==> src/rtl/timer_counter_if.sv <==
// Bus bundle between the load/store bridge and one timer_counter instance.
interface timer_counter_if;
    logic [29:0] Addr;
    logic        WE;
    logic [31:0] Din;
    logic [31:0] Dout;
    logic        IRQ;

    modport master (output Addr, WE, Din, input Dout, IRQ);
    modport slave  (input Addr, WE, Din, output Dout, IRQ);
endinterface

==> src/rtl/timer_counter.sv <==
// Memory-mapped down-counting timer with CTRL/PRESET/COUNT registers and a level IRQ.
// Two instances sit behind the bridge, distinguished by BASE_ADDR.
module timer_counter #(
    parameter logic [31:0] BASE_ADDR = 32'h0000_7f00
) (
    input  logic           clk,
    input  logic           reset,
    timer_counter_if.slave bus
);

    typedef enum logic [1:0] {
        IDLE = 2'd0,
        LOAD = 2'd1,
        CNT  = 2'd2,
        INT  = 2'd3
    } state_e;

    localparam logic [1:0] OFF_CTRL   = 2'd0;
    localparam logic [1:0] OFF_PRESET = 2'd1;
    localparam logic [1:0] OFF_COUNT  = 2'd2;
    localparam logic [1:0] MODE_AUTO  = 2'b01;

    state_e      state_q;
    logic [3:0]  ctrl_q;
    logic [31:0] preset_q;
    logic [31:0] count_q;
    logic        irqFlag_q;

    logic        hit;
    logic [1:0]  offset;
    logic        wrCtrl;
    logic        wrPreset;
    logic [31:0] readData;

    assign hit      = (bus.Addr[29:2] == BASE_ADDR[31:4]);
    assign offset   = bus.Addr[1:0];
    assign wrCtrl   = bus.WE && hit && (offset == OFF_CTRL);
    assign wrPreset = bus.WE && hit && (offset == OFF_PRESET);

    // Register writes come after the FSM so a software CTRL write overrides
    // the FSM's EN clear and irq_flag update in the same cycle.
    always_ff @(posedge clk) begin
        if (reset) begin
            state_q   <= IDLE;
            ctrl_q    <= '0;
            preset_q  <= '0;
            count_q   <= '0;
            irqFlag_q <= 1'b0;
        end else begin
            case (state_q)
                IDLE: begin
                    if (ctrl_q[0]) begin
                        state_q <= LOAD;
                    end
                end
                LOAD: begin
                    count_q <= preset_q;
                    state_q <= CNT;
                end
                CNT: begin
                    if (!ctrl_q[0]) begin
                        state_q <= IDLE;
                    end else if (count_q == 32'd0) begin
                        state_q   <= INT;
                        irqFlag_q <= 1'b1;
                    end else begin
                        count_q <= count_q - 32'd1;
                    end
                end
                INT: begin
                    state_q <= IDLE;
                    if (ctrl_q[2:1] == MODE_AUTO) begin
                        irqFlag_q <= 1'b0;
                    end else begin
                        ctrl_q[0] <= 1'b0;
                    end
                end
                default: state_q <= IDLE;
            endcase

            if (wrPreset) begin
                preset_q <= bus.Din;
            end
            if (wrCtrl) begin
                ctrl_q    <= bus.Din[3:0];
                irqFlag_q <= 1'b0;
            end
        end
    end

    always_comb begin
        readData = '0;
        if (hit) begin
            case (offset)
                OFF_CTRL:   readData = {28'd0, ctrl_q};
                OFF_PRESET: readData = preset_q;
                OFF_COUNT:  readData = count_q;
                default:    readData = '0;
            endcase
        end
    end

    assign bus.Dout = readData;
    assign bus.IRQ  = irqFlag_q & ctrl_q[3];

endmodule
==> src/flat_wrapper.sv <==
// flat-port wrapper written by rule: the top's interface ports become plain ports
module timer_counter_flat 
#(
    parameter logic [31:0] BASE_ADDR = 32'h0000_7f00
)
  (clk, reset, bus_Addr, bus_WE, bus_Din, bus_Dout, bus_IRQ);
  timer_counter_if bus_i ();
  input  logic clk;
  input  logic reset;
  input wire logic [$bits(bus_i.Addr)-1:0] bus_Addr;
  input wire logic [$bits(bus_i.WE)-1:0] bus_WE;
  input wire logic [$bits(bus_i.Din)-1:0] bus_Din;
  output wire logic [$bits(bus_i.Dout)-1:0] bus_Dout;
  output wire logic [$bits(bus_i.IRQ)-1:0] bus_IRQ;
  assign bus_i.Addr = bus_Addr;
  assign bus_i.WE = bus_WE;
  assign bus_i.Din = bus_Din;
  assign bus_Dout = bus_i.Dout;
  assign bus_IRQ = bus_i.IRQ;
  timer_counter #(.BASE_ADDR(BASE_ADDR)) u_core (.clk(clk), .reset(reset), .bus(bus_i));
endmodule
==> config.mk <==
export PLATFORM = sky130hd
export DESIGN_NAME = timer_counter_flat
export DESIGN_NICKNAME = d
export VERILOG_FILES = /design/src/rtl/timer_counter_if.sv /design/src/rtl/timer_counter.sv /design/src/flat_wrapper.sv
export SDC_FILE = /design/constraint.sdc
export NUM_CORES = 1
export LEC_CHECK = 0
export ABC_AREA = 1
export CORE_ASPECT_RATIO = 0.6
export CORE_MARGIN = 1
export CORE_UTILIZATION = 45
export DETAILED_ROUTE_END_ITERATION = 10
export PLACE_DENSITY_LB_ADDON = 0.1
export SLEW_MARGIN = 20
export SYNTH_ARGS = -nofsm -noshare
export SYNTH_HDL_FRONTEND = slang
export SYNTH_SLANG_ARGS = --single-unit
==> constraint.sdc <==
create_clock -name clk -period 2.7 [get_ports clk]
set_input_delay 0.405 -clock clk [delete_from_list [all_inputs] [get_ports clk]]
set_output_delay 0.405 -clock clk [all_outputs]
set_load 0.005 [all_outputs]
==> flow_metrics.py, run 1 <==
metrics = {
    "run_status": {
        "status": "finished, final reports clean",
    },
    "synth": {
        "ys_seq_elements": 71,
        "syn-num-nets": 957,
        "syn_avg_cell_area_um2": 5.48,
        "syn_inst": 891,
        "seq_area_frac_synth_pct": 29.1,
        "synth.distinct_cells": 25,
        "netlist_area_mm2": 0.00488,
        "yosys_warnings": 0,
    },
    "sta": {
        "tightestPinTransition_ps": 566,
        "fin_skew_ps": 4.80,
        "holdWs_ps": 499,
        "setup_viol": 0,
        "period_share_pct": 92.1,
        "hold_viol": 0,
        "period_minus_slack_ps": 2490,
        "fmax_mhz": 402,
        "rsz0062_at_grt": "no",
        "slew-limit-headroom_pct": 62.3,
        "maxSlewViolCount": 0,
    },
    "place": {
        "placed_cell_area_mm2": 0.00600,
        "placed_cells_incl_taps": 1107,
        "port_buffers": 97,
        "place_congestion": 0.992,
        "dpl.hpwl_um": 10500,
    },
    "pwr": {
        "leakagePower_nw": 3.61,
        "p_seq_share_pct": 42.4,
        "p_clk_share_pct": 51.0,
        "p_comb_share_pct": 6.6,
        "p_int_w": 0.00195,
        "powerDensity_mw_per_mm2": 385,
        "netSwitchingPower_w": 0.000519,
        "switching_share_pct": 21.0,
        "vdd_drop_max_mv": 0.285,
        "power.total_w": 0.00247,
    },
    "critical_path": {
        "crit_required_ps": 2300,
        "end_kind": "output pin",
        "ff2ff_setup_slack_ps": 510,
        "r2r_start": "u_core.state_q[1]",
        "path_buf_inv": 7,
        "path_class": "input pin to output pin",
        "crit_top_cell": "buf_4",
        "reg2reg_depth": 7,
        "arrival_ps": 2080,
        "slowest_stage": "clkdlybuf4s50_1",
        "worstPathCellList": "clkdlybuf4s50_1 > inv_1 > nor3_2 > nand3_1 > nor2_1 > buf_4 > clkinvlp_4 > buf_4 > clkbuf_16 > a21oi_1 > dlymetal6s2s_1",
        "critical_path.max_stage_delay_ps": 460,
        "r2r-end": "u_core.count_q[7]",
        "path_max_fanout": 16,
        "path_delay_family": "buffers and inverters",
        "start_kind": "input pin",
    },
    "final_layout": {
        "mostFrequentLayoutCells": "nand2_1 (295), nor2_1 (219), inv_1 (91)",
        "final_common_cell": "nand2_1",
        "fin_cells": 1126,
        "regArea_mm2": 0.00142,
        "syn2layout_area_growth_pct": 31.6,
        "design_area_mm2": 0.00642,
        "multi_input_area_mm2": 0.00295,
        "fill_cells": 1082,
        "layout-drive-gt1-share_pct": 5.98,
        "fin_util_pct": 60.8,
        "num_antenna_cells": 0,
        "fin_nets": 1048,
    },
    "clock_network": {
        "root_buffer": "clkbuf_16",
        "clk_latency_ps": 340,
        "cts_buffers": 9,
        "cts_buffer_depth": 2,
        "cts_tree": "built",
        "cts.clk_slew.worst_paths_ps": 50,
        "clock-sinks": 71,
        "cts_hold_buf": 0,
        "htreeDepth": 3,
    },
    "routing": {
        "viasPerCell": 4.89,
        "drtAntennaViolNets": 0,
        "first_pass_iters": 6,
        "route.detailed.drc": 0,
        "dr_wl_met2_um": 5540,
        "drt_iter0_markers": 528,
        "dr_wl_met3_um": 1150,
        "wl_um": 14600,
        "dr_total_vias": 5508,
        "wl_met1_um": 7780,
        "wire_per_inst_um": 12.9,
        "top_layer": "met4",
    },
    "floorplan": {
        "coreArea_mm2": 0.0106,
        "die_w_um": 136,
        "rows": 29,
        "die_y_um": 82.7,
        "start_util_pct": 46.2,
        "ios": 98,
        "dieArea_mm2": 0.0113,
    },
    "min_path": {
        "whs_endpoint": "u_core.count_q[0]",
        "hold_depth": 2,
        "min-delay-start": "u_core.count_q[0]",
        "hold_path.class": "register to register",
    },
    "grt": {
        "grt_usage_pct": 27.2,
        "grt_overflow": 0,
        "grt_max_degree": 52,
        "antenna_found_initial": 0,
        "grt_pass1_wl_um": 23700,
        "grt_pass1_vias": 4792,
    },
    "job": {
        "cap_viol_max_count": 0,
    },
}
==> metal layers <==
layer | up-vias | GRT usage [%]
li1 | 2923 | -
met1 | 2395 | 40.8
met2 | 179 | 38.6
met3 | 11 | 6.59
met4 | 0 | 5.33
met5 | - | 0
==> sequential cells by signal, summed over array words and instances (netlist names) <==
register          flops
u_core.state_q        2
u_core.ctrl_q         4
u_core.irqFlag_q      1
u_core.count_q       32
u_core.preset_q      32
==> per-stage QoR <==
stage | setup WS (ps) | TNS (ps)
finish | 213 | 0
global placement | -24.2 | -61.3
detailed placement | -24.3 | -34.2
CTS | 0.892 | 0
global route | 20.4 | 0
floorplan | 1020 | 0
==> worst max path at each step <==
stage	from	to	slack, ps	depth (start not counted)
finish	bus_Addr[12]	bus_Dout[11]	210	11
global placement	bus_Addr[25]	bus_Dout[26]	-20	11
global route	bus_Addr[24]	bus_Dout[31]	20	12
detailed placement	bus_Addr[23]	bus_Dout[5]	-20	11
floorplan	bus_Addr[0]	bus_Dout[21]	1020	6
CTS	bus_Addr[12]	bus_Dout[22]	0.9	10
==> kinds of logic (layout without fill, tap and decap cells) <==
| logic type | Yosys count | after routing | synth area share (%) |
|---|---|---|---|
| XOR/XNOR | 2 | 2 | 0.359 |
| adder cells (fa/ha/maj) | 1 | 1 | 0.256 |
| AO/OA/AOI/OAI | 66 | 66 | 6.92 |
| flip-flops | 71 | 71 | 29.1 |
| AND/OR/NAND/NOR | 620 | 620 | 52.2 |
| buffers and inverters | 131 | 227 | 11.1 |
==> Yosys cell counts <==
| cell | count | area [um2] |
|---|---|---|
| o22ai_1 | 6 | 37.5 |
| nor2_1 | 223 | 837 |
| ha_1 | 1 | 12.5 |
| nand2_2 | 2 | 12.5 |
| buf_6 | 5 | 56.3 |
| inv_1 | 92 | 345 |
| clkbuf_1 | 22 | 82.6 |
| nor2_8 | 1 | 20.0 |
| xor2_1 | 2 | 17.5 |
| nor3_1 | 4 | 20.0 |
| clkinv_1 | 1 | 3.75 |
| o21ai_0 | 23 | 115 |
| nand3_4 | 1 | 17.5 |
| nand4_1 | 14 | 87.6 |
| nand3_1 | 70 | 350 |
| a21oi_1 | 37 | 185 |
| nand2_1 | 295 | 1110 |
| nor2_2 | 2 | 12.5 |
| and2_0 | 1 | 6.26 |
| nor2_4 | 4 | 45.0 |
| buf_4 | 1 | 7.51 |
| dfxtp_1 | 71 | 1420 |
| buf_1 | 3 | 11.3 |
| nand2_4 | 3 | 33.8 |
| buf_2 | 7 | 35.0 |
==> repair_timing <==
| action | 4_1_cts | 5_1_grt |
|---|---|---|
| endpoints found under the setup margin | 11 | 22 |
| buffers inserted | 0 | 2 |
| pin swaps | 0 | 3 |
| resized for setup | 13 | 27 |
| gates cloned | 0 | 1 |
==> power by group through the flow <==
stage | Combinational, W | Sequential (W) | Clock (W)
after CTS | 0.000162 | 0.00105 | 0.00128
final | 0.000163 | 0.00105 | 0.00126
after floorplan | 0.0000421 | 0.00107 | 0
after global routing | 0.000177 | 0.00105 | 0.00132
after global placement | 0.000161 | 0.00107 | 0
after detailed placement | 0.000161 | 0.00107 | 0
==> tightest hold or removal path: cells and delay by family, from the launching register on <==
kind	cells	cell delay [ps]
DFF	1	310
and+or+nand+nor	2	150
==> cell type report <==
type / instances / area share (%)
Tap cell: 139 / 2.71
Multi-Input combinational cell: 689 / 46.0
Clock inverter: 4 / 1.09
Clock buffer: 12 / 3.68
Sequential cell: 71 / 22.1
Inverter: 93 / 5.49
Timing Repair Buffer: 118 / 18.9
Note: power is estimated with default switching activity, not from simulation.
==> run 2: changes to the inputs <==
Settings changed: ABC_AREA 1 to 0, SLEW_MARGIN 20 to 0, TNS_END_PERCENT from default to 100.
==> flow_metrics.py, run 2 <==
metrics = {
    "run_status": {
        "status": "finished, final reports clean",
    },
    "floorplan": {
        "rows": 27,
        "die_y_um": 78.2,
        "coreArea_mm2": 0.00929,
        "ios": 98,
        "start_util_pct": 46.8,
        "dieArea_mm2": 0.0101,
        "die_w_um": 129,
    },
    "grt": {
        "use_met2_pct": 40.7,
        "grt_usage_pct": 28.1,
        "grt_pass1_wl_um": 22400,
        "gr-max-usage-layer": "met1",
        "grt_pass1_vias": 4334,
        "antenna_found_initial": 0,
        "grt_use_met3_pct": 7.16,
        "grt_util_met1_pct": 40.8,
        "grt_max_degree": 72,
        "grt_overflow": 0,
    },
    "routing": {
        "drtAntennaViolNets": 0,
        "wire_per_inst_um": 18.1,
        "first_pass_iters": 5,
        "drt_iter0_markers": 539,
        "viasPerCell": 6.15,
        "route.detailed.drc": 0,
        "dr_total_vias": 4786,
        "wl_um": 14100,
    },
    "synth": {
        "seq_area_frac_synth_pct": 32.7,
        "yosys_warnings": 0,
        "synthTopCellsByArea": "dfxtp_1 (33%), mux2i_1 (9.0%), nor2_1 (7.4%), a22oi_1 (5.7%), a21oi_1 (4.9%)",
        "synth_area_leader_cell": "dfxtp_1",
        "ys_seq_elements": 71,
        "netlist_area_mm2": 0.00435,
        "synth.most_common_cell": "nor2_1",
        "syn-num-nets": 617,
        "syn_inst": 551,
        "syn_avg_cell_area_um2": 7.89,
        "synth.distinct_cells": 62,
        "synth_edf_count": 0,
        "synthTopCellsByCount": "nor2_1 (86), dfxtp_1 (71), nand2_1 (50)",
        "synth_ff_type": "dfxtp_1",
        "async_reset_ff_share_pct": 0,
        "synth.top_cell.area_share_pct": 32.7,
    },
    "final_layout": {
        "fin_util_pct": 64.2,
        "fin_nets": 709,
        "syn2layout_area_growth_pct": 37.1,
        "design_area_mm2": 0.00596,
        "layout-drive-gt1-share_pct": 13.6,
        "reg_top3": "u_core.count_q (32), u_core.preset_q (32), u_core.ctrl_q (4)",
        "fill_cells": 784,
        "regArea_mm2": 0.00142,
        "multi_input_area_mm2": 0.00271,
        "final_common_cell": "nor2_1",
        "mostFrequentLayoutCells": "nor2_1 (83), dfxtp_1 (71), clkdlybuf4s50_1 (63)",
        "fin_cells": 778,
        "num_antenna_cells": 0,
    },
    "critical_path": {
        "path_buf_inv": 4,
        "path_delay_family": "buffers and inverters",
        "arrival_ps": 2200,
        "path_max_fanout": 9,
        "start_kind": "input pin",
        "end_kind": "output pin",
        "path_class": "input pin to output pin",
        "critical_path.max_stage_delay_ps": 420,
        "crit_required_ps": 2300,
        "worstPathCellList": "clkdlybuf4s50_1 > nor4_2 > nand4_1 > or2_4 > buf_4 > buf_4 > nor2_1 > dlygate4sd2_1",
        "ff2ff_setup_slack_ps": 400,
        "r2r_start": "u_core.count_q[0]",
        "slowest_stage": "clkdlybuf4s50_1",
        "r2r-end": "u_core.count_q[24]",
        "crit_top_cell": "buf_4",
        "setup.worst_path.start": "bus_Addr[24]",
        "reg2reg_depth": 8,
    },
    "clock_network": {
        "cts_hold_buf": 0,
        "cts_buffers": 9,
        "cts_buffer_depth": 2,
        "clock-sinks": 71,
        "cts.clk_slew.worst_paths_ps": 60,
        "htreeDepth": 3,
        "clk_latency_ps": 340,
        "root_buffer": "clkbuf_16",
        "cts_tree": "built",
    },
    "job": {
        "cap_viol_max_count": 0,
    },
    "sta": {
        "hold_viol": 0,
        "fin_skew_ps": 6.32,
        "period_minus_slack_ps": 2610,
        "setup_viol": 0,
        "fmax_mhz": 384,
        "rsz0062_at_grt": "yes",
        "maxSlewViolCount": 0,
        "tightestPinTransition_ps": 863,
        "period_share_pct": 96.5,
        "fin_tns_setup_ps": 0,
        "slew-limit-headroom_pct": 42.4,
        "setup_slack_ps": 94.0,
    },
    "min_path": {
        "whs_endpoint": "u_core.irqFlag_q",
        "min-delay-start": "u_core.irqFlag_q",
        "hold_path.class": "register to register",
        "hold_depth": 1,
    },
    "place": {
        "dpl.hpwl_um": 9530,
        "place_congestion": 0.916,
        "post-place-ws_ps": -169,
        "placed_cells_incl_taps": 753,
        "port_buffers": 97,
        "placed_cell_area_mm2": 0.00554,
    },
    "pwr": {
        "vdd_drop_max_mv": 0.296,
        "powerDensity_mw_per_mm2": 407,
        "leakagePower_nw": 2.16,
    },
}
run 2: logic make-up after synthesis:
| family | share of synthesized area [%] |
|---|---|
| buffers and inverters | 6.36 |
| adder cells (fa/ha/maj) | 0.288 |
| multiplexers | 8.98 |
| flip-flops | 32.7 |
| AND/OR/NAND/NOR | 28.1 |
| AO/OA/AOI/OAI | 23.6 |
run 2: worst max-delay path by stage:
stage	end	slack (ps)	depth (start not counted)
floorplan	bus_Dout[21]	650	6
detailed placement	bus_Dout[28]	-170	7
global placement	bus_Dout[17]	-140	7
CTS	u_core.preset_q[23]	60	13
global route	bus_Dout[0]	-5	8
finish	bus_Dout[0]	90	8
run 2: metal layers:
metal | up-vias | share of wire, %
li1 | 2243 | -
met1 | 2292 | 47
met2 | 227 | 44
met3 | 24 | 7.9
met4 | 0 | 1.1
met5 | - | 0
run 2: area by class of cell:
| class | count | share of cell area [%] |
|---|---|---|
| Clock buffer | 11 | 4.24 |
| Inverter | 3 | 0.189 |
| Multi-Input combinational cell | 419 | 45.5 |
| Clock inverter | 5 | 0.945 |
| Timing Repair Buffer | 139 | 22.5 |
| Tap cell | 130 | 2.73 |
| Sequential cell | 71 | 23.8 |
run 2: through the flow:
stage          hold WS, ps  power, W
6_report               474   0.00243
5_1_grt                497   0.00250
4_1_cts                477   0.00244
3_5_place_dp           464   0.00123
3_3_place_gp           462   0.00122
2_1_floorplan          432   0.00111
run 2: power by group:
group | switching [W] | total [W] | internal, W
clock network | 0.000456 | 0.00122 | 0.000763
logic | 0.0000642 | 0.000160 | 0.0000960
registers | 0.000000000000344 | 0.00105 | 0.00105
run 2: what timing repair did:
action | in CTS | in global routing
pin swaps | 5 | 6
buffers inserted | 6 | 2
setup endpoints to repair | 32 | 31
resized for setup | 37 | 19
gates cloned | 0 | 2
run 2: worst reg2reg max path, cell delays in order (launching register included):
cell     delay [ps]
dfxtp_1         350
inv_1           110
ha_1            190
nor4b_4         240
nand4_2         310
buf_4           280
or4b_1          500
nand3_1         100
a21oi_1          70
